--- config.mk ---
export PLATFORM = sky130hd
export DESIGN_NAME = axi_mem_master_flat
export DESIGN_NICKNAME = d
export VERILOG_FILES = /design/src/rtl/axi_mem_master_pkg.sv /design/src/rtl/axi_mem_master_if.sv /design/src/rtl/axi_mem_master_wr_join.sv /design/src/rtl/axi_mem_master.sv /design/src/flat_wrapper.sv
export SDC_FILE = /design/constraint.sdc
export NUM_CORES = 1
export LEC_CHECK = 0
export ABC_AREA = 1
export CAP_MARGIN = 20
export CORE_AREA = 4 4 151 153
export CTS_BUF_LIST = sky130_fd_sc_hd__clkbuf_4 sky130_fd_sc_hd__clkbuf_8 sky130_fd_sc_hd__clkbuf_16
export DETAILED_ROUTE_END_ITERATION = 10
export DIE_AREA = 0 0 155 157
export PLACE_DENSITY_LB_ADDON = 0.15
export SLEW_MARGIN = 30
export SYNTH_ARGS = -nofsm -noshare
export SYNTH_HDL_FRONTEND = slang
export SYNTH_SLANG_ARGS = --single-unit
--- constraint.sdc ---
create_clock -name aclk -period 3.8 [get_ports aclk]
set_input_delay 0.95 -clock aclk [delete_from_list [all_inputs] [get_ports aclk]]
set_output_delay 0.95 -clock aclk [all_outputs]
set_load 0.02 [all_outputs]
--- src/rtl/axi_mem_master_pkg.sv ---
// Shared constants and FSM state encoding for the single-outstanding AXI memory initiator.
package axi_mem_master_pkg;

   localparam logic [1:0] RESP_OKAY   = 2'b00;
   localparam logic [1:0] RESP_EXOKAY = 2'b01;
   localparam logic [1:0] RESP_SLVERR = 2'b10;
   localparam logic [1:0] RESP_DECERR = 2'b11;

   typedef enum logic [2:0] {
      IDLE,
      RD_A,
      RD_D,
      WR_AW,
      WR_B
   } state_t;

endpackage

--- src/rtl/axi_mem_master_if.sv ---
// AXI4-lite channel bundle between the memory initiator (master) and a responder (slave).
interface axi_mem_master_if #(
   parameter int ADDR_W = 32,
   parameter int DATA_W = 64
);
   localparam int STRB_W = DATA_W / 8;

   logic [ADDR_W-1:0] araddr;
   logic              arvalid;
   logic              arready;
   logic [DATA_W-1:0] rdata;
   logic [1:0]        rresp;
   logic              rvalid;
   logic              rready;
   logic [ADDR_W-1:0] awaddr;
   logic              awvalid;
   logic              awready;
   logic [DATA_W-1:0] wdata;
   logic [STRB_W-1:0] wstrb;
   logic              wvalid;
   logic              wready;
   logic [1:0]        bresp;
   logic              bvalid;
   logic              bready;

   modport master (
      output araddr, arvalid, input arready,
      input rdata, rresp, rvalid, output rready,
      output awaddr, awvalid, input awready,
      output wdata, wstrb, wvalid, input wready,
      input bresp, bvalid, output bready
   );

   modport slave (
      input araddr, arvalid, output arready,
      output rdata, rresp, rvalid, input rready,
      input awaddr, awvalid, output awready,
      input wdata, wstrb, wvalid, output wready,
      output bresp, bvalid, input bready
   );

endinterface

--- src/rtl/axi_mem_master_wr_join.sv ---
// Joins independent AW and W handshakes; both_done is combinational and includes the current cycle.
// Latency: 0 cycles from last handshake to both_done; flags clear on the cycle both_done fires.
module axi_mem_master_wr_join (
   input  logic aclk,
   input  logic aresetn,
   input  logic aw_hs,
   input  logic w_hs,
   output logic both_done
);

   logic aw_done;
   logic w_done;

   assign both_done = (aw_done | aw_hs) & (w_done | w_hs);

   always_ff @(posedge aclk) begin
      if (!aresetn || both_done) begin
         aw_done <= 1'b0;
         w_done  <= 1'b0;
      end else begin
         if (aw_hs) aw_done <= 1'b1;
         if (w_hs)  w_done  <= 1'b1;
      end
   end

endmodule

--- src/rtl/axi_mem_master.sv ---
// CPU request -> AXI4-lite AR/R or AW/W/B, one transaction in flight, registered outputs.
// Latency 3 cycles accept-to-resp_valid with a zero-wait responder; req_ready low while busy or pulsing resp_valid.
module axi_mem_master
   import axi_mem_master_pkg::*;
#(
   parameter int ADDR_W  = 32,
   parameter int DATA_W  = 64,
   parameter int TMO_CYC = 1024,
   localparam int STRB_W = DATA_W / 8
) (
   input  logic                aclk,
   input  logic                aresetn,
   input  logic                req_valid,
   output logic                req_ready,
   input  logic                req_wen,
   input  logic [ADDR_W-1:0]   req_addr,
   input  logic [DATA_W-1:0]   req_wdata,
   input  logic [STRB_W-1:0]   req_wstrb,
   output logic                resp_valid,
   output logic [DATA_W-1:0]   resp_rdata,
   output logic                resp_err,
   output logic                tmo_flag,
   axi_mem_master_if.master    axi
);

   localparam int CNT_W = (TMO_CYC > 1) ? $clog2(TMO_CYC + 1) : 1;

   state_t            state_q, state_nxt;
   logic [ADDR_W-1:0] addr_q, addr_nxt;
   logic [DATA_W-1:0] wdata_q, wdata_nxt;
   logic [STRB_W-1:0] wstrb_q, wstrb_nxt;
   logic              arvalid_q, arvalid_nxt;
   logic              rready_q, rready_nxt;
   logic              awvalid_q, awvalid_nxt;
   logic              wvalid_q, wvalid_nxt;
   logic              bready_q, bready_nxt;
   logic              resp_valid_q, resp_valid_nxt;
   logic [DATA_W-1:0] resp_rdata_q, resp_rdata_nxt;
   logic              resp_err_q, resp_err_nxt;
   logic              tmo_q, tmo_nxt;
   logic [CNT_W-1:0]  cnt_q, cnt_nxt;

   logic ar_hs, r_hs, aw_hs, w_hs, b_hs, both_done;

   assign ar_hs = arvalid_q & axi.arready;
   assign r_hs  = rready_q  & axi.rvalid;
   assign aw_hs = awvalid_q & axi.awready;
   assign w_hs  = wvalid_q  & axi.wready;
   assign b_hs  = bready_q  & axi.bvalid;

   axi_mem_master_wr_join u_wr_join (
      .aclk      (aclk),
      .aresetn   (aresetn),
      .aw_hs     (aw_hs),
      .w_hs      (w_hs),
      .both_done (both_done)
   );

   assign req_ready   = (state_q == IDLE) && !resp_valid_q;
   assign resp_valid  = resp_valid_q;
   assign resp_rdata  = resp_rdata_q;
   assign resp_err    = resp_err_q;
   assign tmo_flag    = tmo_q;

   assign axi.araddr  = addr_q;
   assign axi.arvalid = arvalid_q;
   assign axi.rready  = rready_q;
   assign axi.awaddr  = addr_q;
   assign axi.awvalid = awvalid_q;
   assign axi.wdata   = wdata_q;
   assign axi.wstrb   = wstrb_q;
   assign axi.wvalid  = wvalid_q;
   assign axi.bready  = bready_q;

   always_comb begin
      state_nxt      = state_q;
      addr_nxt       = addr_q;
      wdata_nxt      = wdata_q;
      wstrb_nxt      = wstrb_q;
      arvalid_nxt    = arvalid_q;
      rready_nxt     = rready_q;
      awvalid_nxt    = awvalid_q;
      wvalid_nxt     = wvalid_q;
      bready_nxt     = bready_q;
      resp_valid_nxt = 1'b0;
      resp_rdata_nxt = resp_rdata_q;
      resp_err_nxt   = resp_err_q;
      tmo_nxt        = tmo_q;
      cnt_nxt        = cnt_q;

      case (state_q)
         IDLE: begin
            if (req_valid && req_ready) begin
               addr_nxt  = req_addr;
               wdata_nxt = req_wdata;
               wstrb_nxt = req_wstrb;
               if (req_wen) begin
                  awvalid_nxt = 1'b1;
                  wvalid_nxt  = 1'b1;
                  state_nxt   = WR_AW;
               end else begin
                  arvalid_nxt = 1'b1;
                  state_nxt   = RD_A;
               end
            end
         end
         RD_A: begin
            if (ar_hs) begin
               arvalid_nxt = 1'b0;
               rready_nxt  = 1'b1;
               state_nxt   = RD_D;
            end
         end
         RD_D: begin
            if (r_hs) begin
               resp_rdata_nxt = axi.rdata;
               resp_err_nxt   = (axi.rresp != RESP_OKAY);
               resp_valid_nxt = 1'b1;
               rready_nxt     = 1'b0;
               state_nxt      = IDLE;
            end
         end
         WR_AW: begin
            if (aw_hs) awvalid_nxt = 1'b0;
            if (w_hs)  wvalid_nxt  = 1'b0;
            if (both_done) begin
               bready_nxt = 1'b1;
               state_nxt  = WR_B;
            end
         end
         WR_B: begin
            if (b_hs) begin
               resp_err_nxt   = (axi.bresp != RESP_OKAY);
               resp_valid_nxt = 1'b1;
               bready_nxt     = 1'b0;
               state_nxt      = IDLE;
            end
         end
         default: state_nxt = IDLE;
      endcase

      // Watchdog only flags; the transaction keeps running so the bus protocol is never violated.
      if (state_q == IDLE) begin
         cnt_nxt = '0;
      end else if (TMO_CYC != 0) begin
         if (cnt_q != CNT_W'(TMO_CYC)) cnt_nxt = cnt_q + CNT_W'(1);
         if (cnt_q == CNT_W'(TMO_CYC - 1)) tmo_nxt = 1'b1;
      end
   end

   always_ff @(posedge aclk) begin
      if (!aresetn) begin
         state_q      <= IDLE;
         addr_q       <= '0;
         wdata_q      <= '0;
         wstrb_q      <= '0;
         arvalid_q    <= 1'b0;
         rready_q     <= 1'b0;
         awvalid_q    <= 1'b0;
         wvalid_q     <= 1'b0;
         bready_q     <= 1'b0;
         resp_valid_q <= 1'b0;
         resp_rdata_q <= '0;
         resp_err_q   <= 1'b0;
         tmo_q        <= 1'b0;
         cnt_q        <= '0;
      end else begin
         state_q      <= state_nxt;
         addr_q       <= addr_nxt;
         wdata_q      <= wdata_nxt;
         wstrb_q      <= wstrb_nxt;
         arvalid_q    <= arvalid_nxt;
         rready_q     <= rready_nxt;
         awvalid_q    <= awvalid_nxt;
         wvalid_q     <= wvalid_nxt;
         bready_q     <= bready_nxt;
         resp_valid_q <= resp_valid_nxt;
         resp_rdata_q <= resp_rdata_nxt;
         resp_err_q   <= resp_err_nxt;
         tmo_q        <= tmo_nxt;
         cnt_q        <= cnt_nxt;
      end
   end

endmodule

--- src/flat_wrapper.sv ---
// flat-port wrapper written by rule: the top's interface ports become plain ports
module axi_mem_master_flat import axi_mem_master_pkg::*;
#(
   parameter int ADDR_W  = 32,
   parameter int DATA_W  = 64,
   parameter int TMO_CYC = 1024,
   localparam int STRB_W = DATA_W / 8
)
  (aclk, aresetn, req_valid, req_ready, req_wen, req_addr, req_wdata, req_wstrb, resp_valid, resp_rdata, resp_err, tmo_flag, axi_araddr, axi_arvalid, axi_arready, axi_rdata, axi_rresp, axi_rvalid, axi_rready, axi_awaddr, axi_awvalid, axi_awready, axi_wdata, axi_wstrb, axi_wvalid, axi_wready, axi_bresp, axi_bvalid, axi_bready);
  axi_mem_master_if #(.ADDR_W(ADDR_W), .DATA_W(DATA_W)) axi_i ();
  input  logic aclk;
  input  logic aresetn;
  input  logic req_valid;
  output logic req_ready;
  input  logic req_wen;
  input  logic [ADDR_W-1:0] req_addr;
  input  logic [DATA_W-1:0] req_wdata;
  input  logic [STRB_W-1:0] req_wstrb;
  output logic resp_valid;
  output logic [DATA_W-1:0] resp_rdata;
  output logic resp_err;
  output logic tmo_flag;
  output wire logic [$bits(axi_i.araddr)-1:0] axi_araddr;
  output wire logic [$bits(axi_i.arvalid)-1:0] axi_arvalid;
  input wire logic [$bits(axi_i.arready)-1:0] axi_arready;
  input wire logic [$bits(axi_i.rdata)-1:0] axi_rdata;
  input wire logic [$bits(axi_i.rresp)-1:0] axi_rresp;
  input wire logic [$bits(axi_i.rvalid)-1:0] axi_rvalid;
  output wire logic [$bits(axi_i.rready)-1:0] axi_rready;
  output wire logic [$bits(axi_i.awaddr)-1:0] axi_awaddr;
  output wire logic [$bits(axi_i.awvalid)-1:0] axi_awvalid;
  input wire logic [$bits(axi_i.awready)-1:0] axi_awready;
  output wire logic [$bits(axi_i.wdata)-1:0] axi_wdata;
  output wire logic [$bits(axi_i.wstrb)-1:0] axi_wstrb;
  output wire logic [$bits(axi_i.wvalid)-1:0] axi_wvalid;
  input wire logic [$bits(axi_i.wready)-1:0] axi_wready;
  input wire logic [$bits(axi_i.bresp)-1:0] axi_bresp;
  input wire logic [$bits(axi_i.bvalid)-1:0] axi_bvalid;
  output wire logic [$bits(axi_i.bready)-1:0] axi_bready;
  assign axi_araddr = axi_i.araddr;
  assign axi_arvalid = axi_i.arvalid;
  assign axi_i.arready = axi_arready;
  assign axi_i.rdata = axi_rdata;
  assign axi_i.rresp = axi_rresp;
  assign axi_i.rvalid = axi_rvalid;
  assign axi_rready = axi_i.rready;
  assign axi_awaddr = axi_i.awaddr;
  assign axi_awvalid = axi_i.awvalid;
  assign axi_i.awready = axi_awready;
  assign axi_wdata = axi_i.wdata;
  assign axi_wstrb = axi_i.wstrb;
  assign axi_wvalid = axi_i.wvalid;
  assign axi_i.wready = axi_wready;
  assign axi_i.bresp = axi_bresp;
  assign axi_i.bvalid = axi_bvalid;
  assign axi_bready = axi_i.bready;
  axi_mem_master #(.ADDR_W(ADDR_W), .DATA_W(DATA_W), .TMO_CYC(TMO_CYC)) u_core (.aclk(aclk), .aresetn(aresetn), .req_valid(req_valid), .req_ready(req_ready), .req_wen(req_wen), .req_addr(req_addr), .req_wdata(req_wdata), .req_wstrb(req_wstrb), .resp_valid(resp_valid), .resp_rdata(resp_rdata), .resp_err(resp_err), .tmo_flag(tmo_flag), .axi(axi_i));
endmodule
==> results.md <==
- Outcome: finished clean
- Final ANT Viol Nets: 0
- Drt drc: 0
- Worst setup EP type: output pin
- Crit-path leading delay family: buffers and inverters
- Min Tclk post-route: 2.84 ns
- Peak VDD IR: 281 uV
- # setup viols final: 0
- Router iterations before antenna repair: 4
- CTS root buffer: clkbuf_16
- Top cells by area, synth: dfxtp_1 53%, a21oi_1 13%, nand2_1 13%
- Crit path cell chain: nor2_4, nand2_4, nor2_4, clkdlybuf4s50_1
- Hold Buf Count CTS: 0
- Fin Setup TNS: 0 ns
- Synth unique cells: 22
- Flop2flop setup slack: 1.77 ns
- Die width: between 150 and 200 um
- Initial detailed-routing violation count: 335
- WP depth: 4
- Synth Area in XOR/XNOR: 0.242%
- Cts repair resizes: 0
- Global placement routability congestion: 0.804
- Synth warn: 0
- Worst R2R End: u_core.resp_rdata[57]
- H-tree depth: 4
- Compound-cell area share of the yosys netlist: around 18%
- Simple logic cell fraction of the synthesized area: between 10% and 20%
- Hold EP: u_core.resp_rdata[30]
- Max_cap viols: 0
- Total setup buffers inserted after CTS: 0
- Final std cells w/o fill: approximately 1,600
- Wirelength, routed: 24,300 um
- Adder-cell area share of the yosys netlist: 0.345%
- Detailed-route wire length per cell: 15.6 um
- Setup Skew: approximately 0.017 ns
- Critical path peak fanout: 7
- Fmax: 0.352 GHz
- Initial antenna violation count: 1
- R2R depth: 5
- Mapped Cells: 935
- Total grt overflow: 0
- Syn Std Cell Area: 7250 um^2
- RSZ-0062 raised after global routing: no
- Layout cells sized above 1: 3.98%
- Number of fill cells: 2,051
- Seq/Total Area, Yosys: 53.0%
- Hold crit path type: flip-flop to flip-flop
- Worst EP arrival: 1.89 ns
- Largest family of logic cells by synthesized area: compound AO/OA/AOI/OAI gates
- CP startpoint kind: flip-flop
- Leak: 4.22 nW
- Period utilization: between 70% and 80%
- Vias in the first global route: 6,526
- Number of flops mapped to enable cells by yosys: 0
- Most frequent CP cell: nor2_4
- PwrDens: roughly 520 nW/um^2
- First-pass GRT wire length: 36,300 um
- Flops & latches, synth: 192
- Asr flop ratio synth: 0%
- Hold wc startpoint: u_core.resp_rdata[30]
- Share of the synthesized area in the top cell type: 53.0%
- Post-Syn Nets: 1,118
- Final Hold Viols: 0
- ANT cells: 0
- Latest clock arrival within the worst-skew pair: 0.43 ns
- Row count: 54
- Vias per cell: 4.54
- CTS clk-pin slew, worst paths: 0.07 ns
- I/O pins: 390
- Layout Nets: 1,450
- Primary FF master, synth: dfxtp_1
- Via count: ~7,000
- PortBufs: ~400
- Cell taking the most area after synthesis: dfxtp_1
- Buf/Inv on CP: 1
- Dpl cells: 1,528
- Area Growth Syn to Fin: 60.9%
- Worst EP required: 2.85 ns
- Initial Util: 33.6%
- CTS tree: built
- Post-synthesis mux area share: 0%
- CTS Sinks: 192
- Slew headroom: 51.7%
- WS Path Type: flip-flop to output pin
- Final Max Tran Viols: 0
- Die Y: 157 um
- Syn_area_per_cell: 7.75 um^2
- Cts bufs inserted: 17
- FF-to-FF Start: u_core.state_q[2]
- Worst Tran Pin Value: 0.724 ns
- Hold Path Depth: 2
- Slowest CP cell: clkdlybuf4s50_1
- Post-DP HPWL: 17,800 um
- Clock Path Buffers: 2
- Largest net degree at the start of global routing: 74
- Core ar.: 21,600 um^2
- GRT Overall Usage: 18.9%
- Critical Path Max Stage Delay: 0.66 ns
- Die area: 24,300 um^2
## sequential cells by signal, summed over array words and instances (netlist names), 3 cells and up
name / count
u_core.state_q: 3
u_core.axi.wdata: 64
u_core.axi.wstrb: 8
u_core.resp_rdata: 64
u_core.cnt_q: 11
u_core.axi.araddr: 32
## area by class of cell
cell class              count  area (um^2)  share of cell area (%)
flip-flops and latches    192         3840                    33.0
clock buffers              18          433                    3.71
well taps                 280          350                    3.00
inverters                  93          350                    3.00
clock inverters            14          148                    1.27
repair buffers            400         4000                    34.3
multi-input cells         563         2540                    21.8
## power by group
| group | switching (mW) | internal, mW | leakage, nW |
|---|---|---|---|
| clock | 0.875 | 0.887 | 0.284 |
| sequential | 0.138 | 2.23 | 1.56 |
| combinational | 1.09 | 0.833 | 2.37 |
| total | 2.11 | 3.95 | 4.22 |
## per-stage QoR
| step | hold WS (ns) | utilization [%] | worst slack, ns | power, mW | instance area [um^2] |
|---|---|---|---|---|---|
| after global routing | 0.467 | 54.1 | 0.852 | 6.39 | 11700 |
| after global placement | 0.431 | 51.4 | 0.852 | 4.35 | 11100 |
| after CTS | 0.449 | 54.1 | 0.923 | 6.15 | 11700 |
| after floorplan | 0.441 | - | 2.00 | 3.57 | 7250 |
| after detailed placement | 0.437 | 51.4 | 0.807 | 4.37 | 11100 |
| final | 0.446 | 54.1 | 0.963 | 6.05 | 11700 |
## routing by layer
layer  GRT usage [%]  routed length, um  vias up
met1            21.3               9450     3143
li1                -                  -     3619
met3            6.85               2260       37
met4            6.56                569        2
met5               0                 13        -
met2            33.0              12000      274
## cell families after synthesis
group / count (synthesis)
AND/OR/NAND/NOR: 301
AO/OA/AOI/OAI: 258
flip-flops: 192
buffers and inverters: 180
XOR/XNOR: 2
adder cells (fa/ha/maj): 2
## synthesized netlist by cell type, types with 2 or more instances
| master | n |
|---|---|
| nand2_1 | 245 |
| dfxtp_1 | 192 |
| a21oi_1 | 184 |
| inv_1 | 91 |
| o21ai_0 | 73 |
| clkbuf_1 | 34 |
| buf_4 | 33 |
| nor2_1 | 23 |
| nand3_1 | 18 |
| buf_2 | 11 |
| buf_6 | 7 |
| nor3_1 | 6 |
| nand4_1 | 4 |
| buf_1 | 2 |
| ha_1 | 2 |
| inv_2 | 2 |
| nand2_4 | 2 |
| nor2_4 | 2 |
## layout by cell type (no fill, tap or decap), drive strengths merged
cell,instances
nor3,6
clkinvlp,1
clkdlybuf4s50,388
clkbuf,18
nor2,25
xnor2,1
or2,1
o211ai,1
inv,100
xor2,1
a21oi,184
nand4,4
ha,2
buf,12
nand2,247
dfxtp,192
clkinv,6
o21ai,73
nand3,18
## how the worst max path moves through the flow
stage / start / endpoint
after floorplan: axi_rvalid / u_core.resp_rdata[37]
after global placement: axi_rvalid / u_core.resp_rdata[41]
after detailed placement: axi_rvalid / u_core.resp_rdata[57]
after CTS: u_core.state_q[1] / req_ready
after global routing: u_core.state_q[1] / req_ready
final: u_core.state_q[1] / req_ready
## worst min-delay path: stages, from the launching register on
cell and delay, ns:
dfxtp_1 0.31, inv_1 0.04, a21oi_1 0.05
No activity file was read; power rests on OpenSTA's default activity.
